## config.mk

```make
export PLATFORM = sky130hd
export DESIGN_NAME = operand_fetch_flat
export DESIGN_NICKNAME = d
export VERILOG_FILES = /design/src/rtl/lc3_pkg.sv /design/src/rtl/operand_fetch_if.sv /design/src/rtl/regfile8x16.sv /design/src/rtl/operand_fetch.sv /design/src/flat_wrapper.sv
export SDC_FILE = /design/constraint.sdc
export NUM_CORES = 1
export LEC_CHECK = 0
export CORE_MARGIN = 2
export CORE_UTILIZATION = 62
export DETAILED_ROUTE_END_ITERATION = 10
export PLACE_DENSITY = 0.84
export SYNTH_ARGS = -nofsm -noshare
export SYNTH_HDL_FRONTEND = slang
export SYNTH_SLANG_ARGS = --single-unit
```

## constraint.sdc

```tcl
create_clock -name clk -period 3.7 [get_ports clk]
set_input_delay 0.555 -clock clk [delete_from_list [all_inputs] [get_ports clk]]
set_output_delay 0.555 -clock clk [all_outputs]
set_load 0.05 [all_outputs]
```

## src/rtl/lc3_pkg.sv

```systemverilog
// Shared LC-3 constants, widths and payload types for the operand-fetch stage.
package lc3_pkg;

  localparam int unsigned DATA_W = 16;
  localparam int unsigned NREG   = 8;
  localparam int unsigned REG_W  = $clog2(NREG);
  localparam int unsigned OPC_W  = 4;
  localparam int unsigned ALUK_W = 2;
  localparam int unsigned NZP_W  = 3;

  localparam logic [OPC_W-1:0]  OP_ADD = 4'b0001;
  localparam logic [OPC_W-1:0]  OP_AND = 4'b0101;
  localparam logic [OPC_W-1:0]  OP_NOT = 4'b1001;

  localparam logic [ALUK_W-1:0] ALUK_ADD = 2'b00;
  localparam logic [ALUK_W-1:0] ALUK_AND = 2'b01;
  localparam logic [ALUK_W-1:0] ALUK_NOT = 2'b10;

  localparam logic [NZP_W-1:0]  NZP_RESET = 3'b010;

  // Decoded operation handed to the ALU.
  typedef struct packed {
    logic [ALUK_W-1:0] aluk;
    logic [DATA_W-1:0] op_a;
    logic [DATA_W-1:0] op_b;
    logic [REG_W-1:0]  dr;
  } alu_op_t;

  // Condition codes for a value being written back.
  function automatic logic [NZP_W-1:0] nzp_of(input logic [DATA_W-1:0] value);
    if (value[DATA_W-1])   return 3'b100;
    else if (value == '0)  return 3'b010;
    else                   return 3'b001;
  endfunction

endpackage

```

## src/rtl/operand_fetch_if.sv

```systemverilog
// Operand-fetch bus: instruction input handshake, writeback port, and the
// decoded-operation output handshake toward the ALU.
//   master : upstream/ALU side (drives IR, writeback, out_ready)
//   slave  : the operand_fetch stage
interface operand_fetch_if;
  import lc3_pkg::*;

  logic                  in_valid;
  logic                  in_ready;
  logic [DATA_W-1:0]     ir;
  logic                  wb_en;
  logic [REG_W-1:0]      wb_dr;
  logic [DATA_W-1:0]     wb_data;
  logic                  out_valid;
  logic                  out_ready;
  logic [ALUK_W-1:0]     aluk;
  logic [DATA_W-1:0]     op_a;
  logic [DATA_W-1:0]     op_b;
  logic [REG_W-1:0]      dr;
  logic [NZP_W-1:0]      nzp;
  logic                  illegal;

  modport master (
    output in_valid, ir, wb_en, wb_dr, wb_data, out_ready,
    input  in_ready, out_valid, aluk, op_a, op_b, dr, nzp, illegal
  );

  modport slave (
    input  in_valid, ir, wb_en, wb_dr, wb_data, out_ready,
    output in_ready, out_valid, aluk, op_a, op_b, dr, nzp, illegal
  );

endinterface

```

## src/rtl/regfile8x16.sv

```systemverilog
// 8x16 general register file: two asynchronous read ports, one synchronous
// write port, write-through bypass so a same-cycle write is seen by readers.
//   clk, rst_n    : clock, async active-low reset (clears all registers)
//   we, wa, wd    : write enable / address / data
//   ra_a, ra_b    : read addresses
//   rd_a, rd_b    : read data (bypassed)
module regfile8x16
  import lc3_pkg::*;
(
  input  logic              clk,
  input  logic              rst_n,
  input  logic              we,
  input  logic [REG_W-1:0]  wa,
  input  logic [DATA_W-1:0] wd,
  input  logic [REG_W-1:0]  ra_a,
  input  logic [REG_W-1:0]  ra_b,
  output logic [DATA_W-1:0] rd_a,
  output logic [DATA_W-1:0] rd_b
);

  logic [DATA_W-1:0] regs [NREG];

  // Storage.
  always_ff @(posedge clk or negedge rst_n) begin
    if (!rst_n) begin
      regs <= '{default: '0};
    end else if (we) begin
      regs[wa] <= wd;
    end
  end

  // Read with write-through.
  assign rd_a = (we && (wa == ra_a)) ? wd : regs[ra_a];
  assign rd_b = (we && (wa == ra_b)) ? wd : regs[ra_b];

endmodule

```

## src/rtl/operand_fetch.sv

```systemverilog
// LC-3 operand-fetch stage: decodes ADD/AND/NOT into ALU controls, fetches
// operands (with imm5 sign-extension), holds the result in a one-entry
// valid/ready output register, and owns the register file and NZP.
//   clk, rst_n : clock, async active-low reset
//   bus        : operand_fetch_if.slave (IR handshake, writeback, ALU output)
module operand_fetch
  import lc3_pkg::*;
(
  input  logic             clk,
  input  logic             rst_n,
  operand_fetch_if.slave   bus
);

  logic [OPC_W-1:0]  opcode;
  logic [REG_W-1:0]  sr1;
  logic [REG_W-1:0]  sr2;
  logic [DATA_W-1:0] rd_a;
  logic [DATA_W-1:0] rd_b;
  logic [DATA_W-1:0] imm;
  logic              legal;
  logic              accept;
  alu_op_t           op_d;
  alu_op_t           op_q;
  logic              out_valid_q;
  logic              illegal_q;
  logic [NZP_W-1:0]  nzp_q;

  assign opcode = bus.ir[15:12];
  assign sr1    = bus.ir[8:6];
  assign sr2    = bus.ir[2:0];
  assign imm    = {{(DATA_W-5){bus.ir[4]}}, bus.ir[4:0]};
  assign legal  = (opcode == OP_ADD) || (opcode == OP_AND) || (opcode == OP_NOT);

  // Ready whenever the output slot is empty or draining this cycle.
  assign bus.in_ready = !out_valid_q || bus.out_ready;
  assign accept       = bus.in_valid && bus.in_ready;

  regfile8x16 u_rf (
    .clk   (clk),
    .rst_n (rst_n),
    .we    (bus.wb_en),
    .wa    (bus.wb_dr),
    .wd    (bus.wb_data),
    .ra_a  (sr1),
    .ra_b  (sr2),
    .rd_a  (rd_a),
    .rd_b  (rd_b)
  );

  // Decode of the incoming instruction.
  always_comb begin
    op_d      = '0;
    op_d.op_a = rd_a;
    op_d.dr   = bus.ir[11:9];
    unique case (opcode)
      OP_ADD: begin
        op_d.aluk = ALUK_ADD;
        op_d.op_b = bus.ir[5] ? imm : rd_b;
      end
      OP_AND: begin
        op_d.aluk = ALUK_AND;
        op_d.op_b = bus.ir[5] ? imm : rd_b;
      end
      OP_NOT: begin
        op_d.aluk = ALUK_NOT;
        op_d.op_b = '0;
      end
      default: begin
        op_d.aluk = ALUK_ADD;
        op_d.op_b = '0;
      end
    endcase
  end

  // Output register, illegal pulse and condition codes.
  always_ff @(posedge clk or negedge rst_n) begin
    if (!rst_n) begin
      op_q        <= '0;
      out_valid_q <= 1'b0;
      illegal_q   <= 1'b0;
      nzp_q       <= NZP_RESET;
    end else begin
      illegal_q <= accept && !legal;
      if (accept && legal) begin
        op_q        <= op_d;
        out_valid_q <= 1'b1;
      end else if (bus.out_ready) begin
        out_valid_q <= 1'b0;
      end
      if (bus.wb_en) begin
        nzp_q <= nzp_of(bus.wb_data);
      end
    end
  end

  assign bus.out_valid = out_valid_q;
  assign bus.aluk      = op_q.aluk;
  assign bus.op_a      = op_q.op_a;
  assign bus.op_b      = op_q.op_b;
  assign bus.dr        = op_q.dr;
  assign bus.nzp       = nzp_q;
  assign bus.illegal   = illegal_q;

endmodule

```

## src/flat_wrapper.sv

```systemverilog
// flat-port wrapper written by rule: the top's interface ports become plain ports
module operand_fetch_flat import lc3_pkg::*;
  (clk, rst_n, bus_in_valid, bus_ir, bus_wb_en, bus_wb_dr, bus_wb_data, bus_out_ready, bus_in_ready, bus_out_valid, bus_aluk, bus_op_a, bus_op_b, bus_dr, bus_nzp, bus_illegal);
  operand_fetch_if bus_i ();
  input  logic clk;
  input  logic rst_n;
  input wire logic [$bits(bus_i.in_valid)-1:0] bus_in_valid;
  input wire logic [$bits(bus_i.ir)-1:0] bus_ir;
  input wire logic [$bits(bus_i.wb_en)-1:0] bus_wb_en;
  input wire logic [$bits(bus_i.wb_dr)-1:0] bus_wb_dr;
  input wire logic [$bits(bus_i.wb_data)-1:0] bus_wb_data;
  input wire logic [$bits(bus_i.out_ready)-1:0] bus_out_ready;
  output wire logic [$bits(bus_i.in_ready)-1:0] bus_in_ready;
  output wire logic [$bits(bus_i.out_valid)-1:0] bus_out_valid;
  output wire logic [$bits(bus_i.aluk)-1:0] bus_aluk;
  output wire logic [$bits(bus_i.op_a)-1:0] bus_op_a;
  output wire logic [$bits(bus_i.op_b)-1:0] bus_op_b;
  output wire logic [$bits(bus_i.dr)-1:0] bus_dr;
  output wire logic [$bits(bus_i.nzp)-1:0] bus_nzp;
  output wire logic [$bits(bus_i.illegal)-1:0] bus_illegal;
  assign bus_i.in_valid = bus_in_valid;
  assign bus_i.ir = bus_ir;
  assign bus_i.wb_en = bus_wb_en;
  assign bus_i.wb_dr = bus_wb_dr;
  assign bus_i.wb_data = bus_wb_data;
  assign bus_i.out_ready = bus_out_ready;
  assign bus_in_ready = bus_i.in_ready;
  assign bus_out_valid = bus_i.out_valid;
  assign bus_aluk = bus_i.aluk;
  assign bus_op_a = bus_i.op_a;
  assign bus_op_b = bus_i.op_b;
  assign bus_dr = bus_i.dr;
  assign bus_nzp = bus_i.nzp;
  assign bus_illegal = bus_i.illegal;
  operand_fetch u_core (.clk(clk), .rst_n(rst_n), .bus(bus_i));
endmodule
```

# Word level (Yosys, flattened, before mapping)
# Cells that the tools add are included.
# classes
order_cmp	4
eq_ne	5
n_mux	18
n_bitwise	3
reduce_logical	14
# op_table
operator	n
2-to-1 mux 16 bit	9
bitwise mux 128 bit	1
binary-select mux 16 bit (select 3 bit)	2
demux 16 bit (select 3 bit)	1
logical NOT 16 bit	1
>= comparator 4 bit (second input constant)	3
NOT 3 -> 4 bit	3
== test 3 bit	2
logical AND 1 bit	6
== test 4 x 1 -> 1 bit (second input constant)	1
== test 4 x 3 -> 1 bit (second input constant)	1
== test 4 bit (second input constant)	1
less-than comparator 4 x 1 -> 1 bit (second input constant)	1
case mux 2 bit (2 select lines)	1
logical OR 1 bit	3
2-to-1 mux 3 bit	1
logical NOT 1 bit	2
2-to-1 mux 1 bit	2
2-to-1 mux 2 bit	1
nonzero test 2 bit	1
OR reduction 2 bit	1
# totals
register_bits	170
input_bits	40
output_inout_bits	43
word_cells	59

# Logic depth before layout (Yosys ltp)
# Gate-level depths: netlist (run 1).
# depth
ltp_word	7
depth_mapped	7
ltp_nobuf	4

# Hierarchy
# From an unflattened synthesis (run 1), not the netlist that was laid out.
# unflattened
cells_unflattened	580
hier_area_um2	9308.9
# modules_own_cells
mod	n_inst	cells_each	area_each_um2	seq_area_each_um2
regfile8x16	1	452	7508.5	3203.1
operand_fetch	1	128	1800.5	1052.3

# Least setup slack after synthesis (run 1)
# OpenSTA, ideal clock, no wires.
# synth_timing
path_type	reg2reg
start	reg u_core.out_valid_q (netlist: u_core.bus.out_valid)
end	reg u_core.op_q, in the netlist u_core.bus.op_b[10]
arrival_time_ns	2.282
t_required_ns	3.562
slack_ns	1.280
stages_incl_launch_ff	8
n_path_buf	3
cell_sequence	dfrtp_1 > nand2b_1 > clkbuf_1 > nand4_1 > clkbuf_1 > clkbuf_1 > a21oi_1 > o221ai_1
# synth_between
elab_chain_cells	4
# synth_lines
item	line	source
start, declared	operand_fetch.sv:24	logic out_valid_q;
start signal, assigned	operand_fetch.sv:79	out_valid_q <= 1'b0;
start signal, assigned	operand_fetch.sv:86	out_valid_q <= 1'b1;
start signal, assigned	operand_fetch.sv:88	out_valid_q <= 1'b0;
logical NOT 1 bit	operand_fetch.sv:35	assign bus.in_ready = !out_valid_q || bus.out_ready;
logical OR 1 bit	operand_fetch.sv:35	
named net bus_in_ready	flat_wrapper.sv:13	output wire logic [$bits(bus_i.in_ready)-1:0] bus_in_ready;
logical AND 1 bit	operand_fetch.sv:36	assign accept = bus.in_valid && bus.in_ready;
logical AND 1 bit	operand_fetch.sv:84	if (accept && legal) begin
end signal, assigned	operand_fetch.sv:85	op_q <= op_d;
end, declared	operand_fetch.sv:23	alu_op_t op_q;
# The timed path passes the listed nets, and every way through them passes these cells.
# A chain may end at the register's enable or synchronous reset.

# Worst setup path after layout (run 1)
# layout_timing
start	in bus_out_ready
end	out bus_in_ready
# layout_between
elab_chain_cells	1
# layout_lines
item	line	source
start, declared	flat_wrapper.sv:12	input wire logic [$bits(bus_i.out_ready)-1:0] bus_out_ready;
logical OR 1 bit	operand_fetch.sv:35	
end, declared	flat_wrapper.sv:13	
# No other way between the ends.

==> results of run 1 <==
-- per-stage QoR --
step	cells	hold slack, ns	utilization [%]
2_1_floorplan	641	0.259	-
3_3_place_gp	871	0.472	70.0
5_1_grt	902	0.206	74.4
6_report	902	0.140	74.4
4_1_cts	902	0.176	74.3
3_5_place_dp	871	0.490	70.0
-- power by group --
group          switching, W  total, W  internal [W]
clock network      0.000717   0.00179       0.00107
logic              0.000914   0.00174      0.000831
registers          0.000344   0.00261       0.00227
-- sequential cells by signal, summed over array words and instances (netlist names) --
name	count
u_core.u_rf.regs	128
u_core.bus.op_a	16
u_core.bus.op_b	16
u_core.bus.dr	3
u_core.bus.nzp	3
u_core.bus.aluk	2
u_core.bus.illegal	1
u_core.bus.out_valid	1
-- worst max-delay path: stages --
cell	delay, ns
clkdlybuf4s50_1	0.45
nand2b_1	0.27
clkdlybuf4s50_1	0.86
-- layer usage --
metal	track usage, %	vias up	routed length, um
met5	0	-	0
li1	-	2599	-
met4	17.7	0	1020
met1	44.6	3260	8730
met3	8.36	103	2530
met2	51.5	490	11200
-- worst min path at each step --
stage | start | end | slack [ns] | depth (start not counted)
floorplan | rst_n | u_core.bus.aluk[0]$_DFFE_PN0P_ | 0.26 | 0
global placement | u_core.u_rf.regs[6]$_DFFE_PN0P_ | u_core.u_rf.regs[6]$_DFFE_PN0P_ | 0.47 | 2
detailed placement | u_core.u_rf.regs[22]$_DFFE_PN0P_ | u_core.u_rf.regs[22]$_DFFE_PN0P_ | 0.49 | 2
CTS | rst_n | u_core.u_rf.regs[120]$_DFFE_PN0P_ | 0.18 | 1
global route | rst_n | u_core.u_rf.regs[120]$_DFFE_PN0P_ | 0.21 | 1
finish | rst_n | u_core.u_rf.regs[120]$_DFFE_PN0P_ | 0.14 | 1
-- area by class of cell --
class	count	area share, %
Clock inverter	12	1.45
Timing Repair Buffer	104	9.79
Multi-Input combinational cell	400	40.1
Sequential cell	170	41.5
Clock buffer	19	4.32
Tap cell	180	2.20
Inverter	17	0.623
-- kinds of logic (layout without fill, tap and decap cells) --
| kind of cell | after synthesis | in the layout |
|---|---|---|
| muxes | 178 | 178 |
| AOI/OAI and AO/OA | 100 | 100 |
| DFF | 170 | 170 |
| xor gates and xnor gates | 6 | 6 |
| and+or+nand+nor | 116 | 116 |
| buffers and inverters | 71 | 152 |
-- synth_stat cells (3+ instances only) --
| cell type | n | area [um2] |
|---|---|---|
| nand3_1 | 6 | 30.0 |
| mux4_2 | 36 | 811 |
| mux2_2 | 102 | 1150 |
| a22o_1 | 4 | 35.0 |
| mux2i_1 | 12 | 120 |
| a221o_1 | 16 | 160 |
| o221ai_1 | 12 | 105 |
| a21oi_1 | 13 | 65.1 |
| nand2_1 | 61 | 229 |
| inv_1 | 16 | 60.1 |
| xnor2_1 | 6 | 52.6 |
| a221oi_1 | 4 | 35.0 |
| nand2b_1 | 3 | 18.8 |
| and4_1 | 3 | 26.3 |
| dfrtp_1 | 169 | 4230 |
| nor2_1 | 7 | 26.3 |
| nand4_1 | 3 | 18.8 |
| nand4b_1 | 3 | 26.3 |
| and2_1 | 5 | 31.3 |
| mux4_1 | 28 | 736 |
| o21ai_0 | 49 | 245 |
| nor3_1 | 12 | 60.1 |
| buf_2 | 15 | 75.1 |
| buf_6 | 5 | 56.3 |
| nor4_1 | 4 | 25.0 |
| clkbuf_1 | 33 | 124 |
==> metrics.cfg, run 1 <==
[outcome]
status = finished clean

[route]
routed_wl_um = 23500
via_per_inst = 7.15
routed-via-count = 6452
dr.pass1.iters = 5
ant_nets = 0
remaining_drc_errors = 0
drt_iter0_markers = 806
wl_per_cell_um = 26.0

[sta]
skew_ns = 0.00542
fin_crit_sh_pct = 72.7
setup_violations = 0
finalHoldViolCount = 0
fin_crit_ns = 2.69
max_slew_margin_pct = 36.8
fin_ws_ns = 1.01
fmax_ghz = 0.372
tns_ns = 0
rsz0062_at_grt = false
worst_pin_slew_ns = 0.943
drv_slew = 0

[yosys]
yosys.area_share.xor_xnor_pct = 0.605
yosys.area_share.simple_pct = 6.57
synth_top_family_by_area = multiplexers
yosysSeqAreaShare_pct = 49.0
async_flop_share_pct = 100
syn-num-nets = 681
yosysWarnings = 0
synth-edff-count = 0
netlist_instances = 641
synth-main-ff-cell = dfrtp_1
synth-seq-cells = 170
avgSynthCellArea_um2 = 13.5
synthMuxAreaShare_pct = 32.4
synth_compound_area_share_pct = 7.64
syn_area_um2 = 8680
synth_cell_types = 36
synthAdderAreaFrac_pct = 0

[clocking]
cts_tree = done
path_clk_slew_ns = 0.06
clkSinkCount = 170
post_cts_buffers = 0
cts_max_level = 4
insertion_delay_ns = 0.43
clock_path_buffers = 2
cts_root_buf = clkbuf_16
cts_resized = 0
cts_made_buffers = 17
ctsHoldBuffers = 0

[place]
pre_cts_ws_ns = 0.612
placed_area_um2 = 9650
gp_congestion = 0.917
hpwl_um = 15300
port-buffer-count = 82

[grt]
grt_max_degree = 79
grtUsageTotal_pct = 33.5
grt_pass1_vias = 6680
antenna_found_initial = 0
grt_pass1_wl_um = 36800
overflow = 0

[finish]
nFillCells = 821
final_area_um2 = 10200
area_growth_syn_to_layout_pct = 18.0
multi_input_area_um2 = 4100
regArea_um2 = 4260
layout.nets = 750
drive_gt1_share_pct = 27.7
n_antenna_cell = 0
mostFrequentLayoutCells = dfrtp_1 (169), mux2_2 (102), clkdlybuf4s50_1 (79)
final_common_cell = dfrtp_1

[critical_path]
worst_setup_path_start_kind = input port
ff2ff_path_depth = 4
worstReg2RegEnd = u_core.bus.op_a[1]$_DFFE_PN0P_
cp.required_ns = 3.14
r2r_start = u_core.bus.out_valid$_DFFE_PN0P_
path_max_fanout = 8
critPathLaunch = bus_out_ready
crit_arrival_ns = 2.13
crit_path_end_kind = output port
crit_type = in -> out
reg2reg_slack_ns = 1.63
cp-endpoint = bus_in_ready

[power_and_ir_drop]
p_leak_nw = 4.39
peakVddDrop_v = 0.000324
powerDensity_nw_per_um2 = 600
totalPowerFinal_w = 0.00614

[floorplan]
core_area_um2 = 13800
start_util_pct = 63.0
io-pin-count = 83
die_w_um = 122
dieArea_um2 = 15000
num_rows = 43
die-height_um = 122

[min_path]
hold_path.class = in -> async

[run]
drv_cap = 0

Note: power is estimated with default switching activity, not from simulation.
==> run 2: changes to the inputs <==
--- a/config.mk
+++ b/config.mk
@@ -6,9 +6,9 @@
 export NUM_CORES = 1
 export LEC_CHECK = 0
 export CORE_MARGIN = 2
-export CORE_UTILIZATION = 62
+export CORE_UTILIZATION = 52
 export DETAILED_ROUTE_END_ITERATION = 10
-export PLACE_DENSITY = 0.84
+export PLACE_DENSITY = 0.75
 export SYNTH_ARGS = -nofsm -noshare
 export SYNTH_HDL_FRONTEND = slang
 export SYNTH_SLANG_ARGS = --single-unit
==> constraint.sdc (replaced) <==
create_clock -name clk -period 2.4 [get_ports clk]
set_input_delay 0.36 -clock clk [delete_from_list [all_inputs] [get_ports clk]]
set_output_delay 0.36 -clock clk [all_outputs]
set_load 0.05 [all_outputs]
==> metrics.cfg, run 2 (synthesis gave the netlist of run 1 again) <==
[sta]
max_slew_margin_pct = 57.5  ; +21 points
setup_violations = 0  ; unchanged
holdWs_ns = 0.481  ; +0.340 ns
rsz0062_at_grt = false
fin_crit_sh_pct = 89.0
tns_ns = 0  ; unchanged
drv_slew = 0  ; unchanged
fin_crit_ns = 2.14
finalHoldViolCount = 0  ; unchanged
worst_pin_slew_ns = 0.632  ; -0.311 ns
skew_ns = 0.00544  ; +0.0000231 ns
fmax_ghz = 0.468

[clocking]
cts_max_level = 4  ; unchanged
clock_path_buffers = 2  ; unchanged
cts_root_buf = clkbuf_16
insertion_delay_ns = 0.43  ; about the same
post_cts_buffers = 0  ; unchanged
path_clk_slew_ns = 0.06  ; about the same
clkSinkCount = 170  ; unchanged
cts_made_buffers = 17  ; unchanged
cts_tree = done

[finish]
layout.nets = 775  ; +3.3%
mostFrequentLayoutCells = dfrtp_1 (169), mux2_2 (102), clkdlybuf4s50_1 (78)
final_common_cell = dfrtp_1
drive_gt1_share_pct = 30.1  ; +2.4 points
n_antenna_cell = 0  ; unchanged
largest_reg_flops = 128  ; unchanged
largest-register = u_core.u_rf.regs
area_growth_syn_to_layout_pct = 21.4
nFillCells = 1165  ; +42%

[route]
drt_iter0_markers = 730  ; -9.4%
ant_nets = 0  ; unchanged
routed_wl_um = 23200  ; -1.3%
routed-via-count = 6353  ; -1.5%
dr.pass1.iters = 5  ; unchanged
via_per_inst = 6.56  ; -8.2%
remaining_drc_errors = 0  ; unchanged
wl_per_cell_um = 24.0  ; -8.0%

[critical_path]
cp.required_ns = 2.04  ; -1.10 ns
slowest_stage = clkdlybuf4s50_1
cp_num_buf_inv = 1  ; -1
worst_setup_path_start_kind = flip-flop
cpPeakStageDelay_ns = 0.81  ; -0.05 ns
crit_arrival_ns = 1.78  ; -0.35 ns
crit_path_cell_trace = clkdlybuf4s50_1
crit_path_end_kind = output port
path_max_fanout = 2  ; -6
crit_type = reg -> out
cpLargestDelayFamily = buffers and inverters

[min_path]
hold_path.class = in -> async

[power_and_ir_drop]
peakVddDrop_v = 0.000547  ; +69%
powerDensity_nw_per_um2 = 883  ; +47%
totalPowerFinal_w = 0.00930  ; +51%
p_leak_nw = 4.51  ; +2.9%

[floorplan]
io-pin-count = 83  ; unchanged
die-height_um = 133  ; +8.9%
num_rows = 47  ; +9.3%
start_util_pct = 52.7  ; -10 points
die_w_um = 133  ; +8.9%
core_area_um2 = 16500  ; +20%
dieArea_um2 = 17700  ; +19%

[grt]
overflow = 0  ; unchanged
grt_pass1_wl_um = 36700  ; -0.23%
grt_pass1_vias = 6555  ; -1.9%
antenna_found_initial = 0  ; unchanged
grtUsageTotal_pct = 27.4  ; -6.1 points
grt_max_degree = 64  ; -19%

[outcome]
status = finished clean

[place]
hpwl_um = 15100  ; -1.1%
port-buffer-count = 82  ; unchanged
gp_congestion = 0.825  ; -10%

[run]
drv_cap = 0  ; unchanged

## run 2: cell types whose count changed in the layout (fill, tap and decap cells not counted), sizes merged
| cell | change |
|---|---|
| buf | +25 |
| bufinv | -2 |
| clkdlybuf4s50 | -1 |
| clkinv | -1 |
| clkinvlp | +2 |
| dlygate4sd3 | +1 |
| inv | +2 |
## run 2: report_power, final
group,switching (W),internal [W]
Combinational,0.00134,0.00131
Clock,0.00116,0.00146
Sequential,0.000526,0.00349
Total,0.00303,0.00627
## run 2: path summary, 6_finish.rpt
| kind | startpoint | to | slack [ns] | cells after the start |
|---|---|---|---|---|
| worst max-delay path | u_core.bus.nzp[1]$_DFFE_PN1P_ | bus_nzp[1] | 0.26 | 1 |
| worst min-delay path | rst_n | u_core.u_rf.regs[124]$_DFFE_PN0P_ | 0.48 | 2 |
| worst max register to register | u_core.u_rf.regs[101]$_DFFE_PN0P_ | u_core.bus.op_a[5]$_DFFE_PN0P_ | 0.76 | 3 |
| worst min register to register | u_core.bus.aluk[0]$_DFFE_PN0P_ | u_core.bus.aluk[0]$_DFFE_PN0P_ | 0.48 | 2 |
| max in group asynchronous | rst_n | u_core.u_rf.regs[114]$_DFFE_PN0P_ | 1.20 | 3 |
| min in group clk | u_core.bus.aluk[0]$_DFFE_PN0P_ | u_core.bus.aluk[0]$_DFFE_PN0P_ | 0.48 | 2 |
## run 2: layer usage
metal | up-vias | part of all wire, % | track usage (%) | wire length, um
met2 | 389 | 48 | 43.1 | 11100
met5 | - | 0 | 0 | 0
li1 | 2643 | - | - | -
met4 | 0 | 2.1 | 10.5 | 493
met1 | 3273 | 41 | 37.2 | 9500
met3 | 48 | 9.0 | 7.15 | 2080
## run 2: area by class of cell
| class | instances | area (um2) | share of cell area (%) |
|---|---|---|---|
| Clock inverter | 13 | 120 | 1.14 |
| Multi-Input combinational cell | 400 | 4100 | 38.9 |
| Tap cell | 220 | 275 | 2.61 |
| Timing Repair Buffer | 129 | 1280 | 12.1 |
| Inverter | 17 | 63.8 | 0.606 |
| Sequential cell | 170 | 4260 | 40.4 |
| Clock buffer | 19 | 443 | 4.20 |
## run 2: stage by stage
stage / instance area (um2) / util (%) / std cells / setup slack [ns]
floorplan: 8680 / - / 641 / 0.323
global placement: 9960 / 60.5 / 935 / 0.220
detailed placement: 9960 / 60.5 / 935 / 0.189
CTS: 10500 / 64.0 / 968 / 0.251
global route: 10500 / 64.0 / 968 / 0.228
finish: 10500 / 64.0 / 968 / 0.265
## run 2: repair_timing
item / in CTS / in global routing
resized for setup: 0 / 0
endpoints found under the hold margin: 59 / 0
hold buffers: 1 / 0
==> run 3: changes to the inputs <==
--- a/config.mk
+++ b/config.mk
@@ -5,10 +5,11 @@
 export SDC_FILE = /design/constraint.sdc
 export NUM_CORES = 1
 export LEC_CHECK = 0
+export ABC_AREA = 1
 export CORE_MARGIN = 2
-export CORE_UTILIZATION = 52
+export CORE_UTILIZATION = 53
 export DETAILED_ROUTE_END_ITERATION = 10
-export PLACE_DENSITY = 0.75
+export PLACE_DENSITY = 0.79
 export SYNTH_ARGS = -nofsm -noshare
 export SYNTH_HDL_FRONTEND = slang
 export SYNTH_SLANG_ARGS = --single-unit
==> constraint.sdc (replaced) <==
create_clock -name clk -period 2.4 [get_ports clk]
set_input_delay 0.48 -clock clk [delete_from_list [all_inputs] [get_ports clk]]
set_output_delay 0.48 -clock clk [all_outputs]
set_load 0.05 [all_outputs]
==> metrics.cfg, run 3 <==
[route]
routed_wl_um = 30500  ; +31%
ant_nets = 0  ; unchanged
via_per_inst = 5.82  ; -11%
routed-via-count = 9670  ; +52%
drt_iter0_markers = 1370  ; +88%
dr.pass1.iters = 6  ; +1
remaining_drc_errors = 0  ; unchanged
wl_per_cell_um = 18.3  ; -23%

[yosys]
synth.top_cells.by_count = nand2_1 (600), nand3_1 (193), dfrtp_1 (169)
synth-seq-cells = 170  ; unchanged
synth-main-ff-cell = dfrtp_1
synth.most_common_cell = nand2_1
syn_area_um2 = 9260  ; +6.6%
yosysWarnings = 0  ; unchanged
synthTopCellsByArea = dfrtp_1 (46%), nand2_1 (24%), nand3_1 (10%), o21ai_0 (7.6%), inv_1 (2.9%)
synth_cell_types = 27  ; -25%
synth-edff-count = 0  ; unchanged
syn-num-nets = 1389  ; +100%
async_flop_share_pct = 100  ; unchanged
netlist_instances = 1349  ; +110%
synth_top_cell_area_share_pct = 45.7  ; -3.0 points
synth_largest_area_cell = dfrtp_1
avgSynthCellArea_um2 = 6.86  ; -49%
yosysSeqAreaShare_pct = 46.0  ; -3.0 points

[sta]
fin_crit_sh_pct = 93.2  ; +4.2 points
holdWs_ns = -0.00274  ; -0.483 ns
tns_ns = 0  ; unchanged
setup_violations = 0  ; unchanged
rsz0062_at_grt = false
fmax_ghz = 0.447  ; -4.5%
max_slew_margin_pct = 53.8  ; -3.6 points
skew_ns = 0.0101  ; +0.00461 ns
worst_pin_slew_ns = 0.692  ; +0.0595 ns
fin_crit_ns = 2.24  ; +0.102 ns
finalHoldViolCount = 6  ; +6
drv_slew = 0  ; unchanged

[critical_path]
r2r_start = u_core.bus.out_valid$_DFFE_PN0P_
cp_num_buf_inv = 1  ; unchanged
crit_path_cell_trace = clkdlybuf4s50_1
cpLargestDelayFamily = buffers and inverters
critPathLaunch = u_core.bus.nzp[1]$_DFFE_PN1P_
crit_type = reg -> out
path_max_fanout = 2  ; unchanged
cpPeakStageDelay_ns = 0.79  ; -0.02 ns
crit_arrival_ns = 1.76  ; -0.02 ns
slowest_stage = clkdlybuf4s50_1
cp.required_ns = 1.92  ; -0.12 ns
worst_setup_path_start_kind = flip-flop
crit_path_end_kind = output port

[outcome]
violations = negative hold slack
status = complete, but fails checks

[finish]
nFillCells = 1522  ; +31%
area_growth_syn_to_layout_pct = 20.2
largest_reg_flops = 128  ; unchanged
n_antenna_cell = 0  ; unchanged
layout.nets = 1463  ; +89%
drive_gt1_share_pct = 7.73  ; -22 points
multi_input_area_um2 = 4320  ; +5.3%
final_common_cell = nand2_1
largest-register = u_core.u_rf.regs
regArea_um2 = 4260  ; unchanged
mostFrequentLayoutCells = nand2_1 (600), nand3_1 (193), dfrtp_1 (169)

[floorplan]
io-pin-count = 83  ; unchanged
core_area_um2 = 17200  ; +4.3%
num_rows = 48  ; +2.1%
die_w_um = 136  ; +2.2%
start_util_pct = 53.9  ; +1.2 points
die-height_um = 136  ; +2.2%
dieArea_um2 = 18500  ; +4.5%

[power_and_ir_drop]
peakVddDrop_v = 0.000570  ; +4.2%
p_leak_nw = 5.59  ; +24%
powerDensity_nw_per_um2 = 826  ; -6.4%

[place]
port-buffer-count = 82  ; unchanged
hpwl_um = 19800  ; +31%
gp_congestion = 0.974  ; +18%

[clocking]
ctsHoldBuffers = 0  ; -1
post_cts_buffers = 0  ; unchanged
cts_max_level = 4  ; unchanged
clock_path_buffers = 2  ; unchanged
cts_root_buf = clkbuf_16
cts_made_buffers = 17  ; unchanged
path_clk_slew_ns = 0.07  ; about the same
clkSinkCount = 170  ; unchanged
cts_resized = 0  ; unchanged
insertion_delay_ns = 0.44  ; about the same
cts_tree = done

[min_path]
hold_path.class = in -> async

[grt]
grt_pass1_wl_um = 48400  ; +32%
grt_pass1_vias = 8979  ; +37%
overflow = 0  ; unchanged
antenna_found_initial = 0  ; unchanged
grt_max_degree = 68  ; +6.3%
grtUsageTotal_pct = 34.0  ; +6.6 points

[run]
drv_cap = 0  ; unchanged

-- run 3: changes by cell type after synthesis, sizes merged, moves of 23 or more --
cell	change
o21ai	+100
buf	+23
inv	+63
mux2	-102
nor2	+43
mux4	-64
nand3	+187
nand2	+541
-- run 3: metrics by stage --
step | area, um2 | total power (W) | util (%) | setup WS, ns | cells
final | 11100 | 0.00918 | 64.7 | 0.163 | 1661
after global routing | 11100 | 0.00960 | 64.7 | 0.137 | 1661
after CTS | 11100 | 0.00915 | 64.7 | 0.156 | 1661
after detailed placement | 10500 | 0.00633 | 61.3 | 0.161 | 1629
after global placement | 10500 | 0.00626 | 61.3 | 0.215 | 1629
after floorplan | 9260 | 0.00540 | - | 0.745 | 1349
-- run 3: logic make-up after synthesis --
logic type             after synthesis  share of synthesized area [%]
AND/OR/NAND/NOR                    851                           37.7
buffers and inverters              165                           7.41
AO/OA/AOI/OAI                      163                           8.96
flip-flops                         170                           46.0
-- run 3: final cells by class --
class,count,share of cell area [%]
Timing Repair Buffer,139,12.3
Tap cell,225,2.53
Inverter,81,2.73
Multi-Input combinational cell,1014,38.8
Clock inverter,14,1.42
Clock buffer,18,3.95
Sequential cell,170,38.3
-- run 3: path summary, 6_finish.rpt --
path	endpoint	slack (ns)	cells past startpoint
max reg2reg	u_core.bus.op_a[5]$_DFFE_PN0P_	0.81	6
min in group clk	u_core.bus.dr[1]$_DFFE_PN0P_	0.47	2
min reg2reg	u_core.bus.dr[1]$_DFFE_PN0P_	0.47	2
min	u_core.u_rf.regs[113]$_DFFE_PN0P_	-0.003	1
max	bus_nzp[1]	0.16	1
max in group asynchronous	u_core.u_rf.regs[14]$_DFFE_PN0P_	1.71	2
-- run 3: metal layers --
metal / vias up / routed length, um / track usage, %
met1: 4459 / 12000 / 45.6
met5: - / 0 / 0
met2: 657 / 13400 / 51.9
met3: 105 / 3780 / 7.61
met4: 0 / 1290 / 17.2
li1: 4449 / - / -
-- run 3: report_power, final --
part,total [W],internal (W),switching [W]
logic,0.00249,0.000873,0.00162
registers,0.00386,0.00342,0.000440
clock network,0.00284,0.00158,0.00125
total,0.00918,0.00587,0.00331
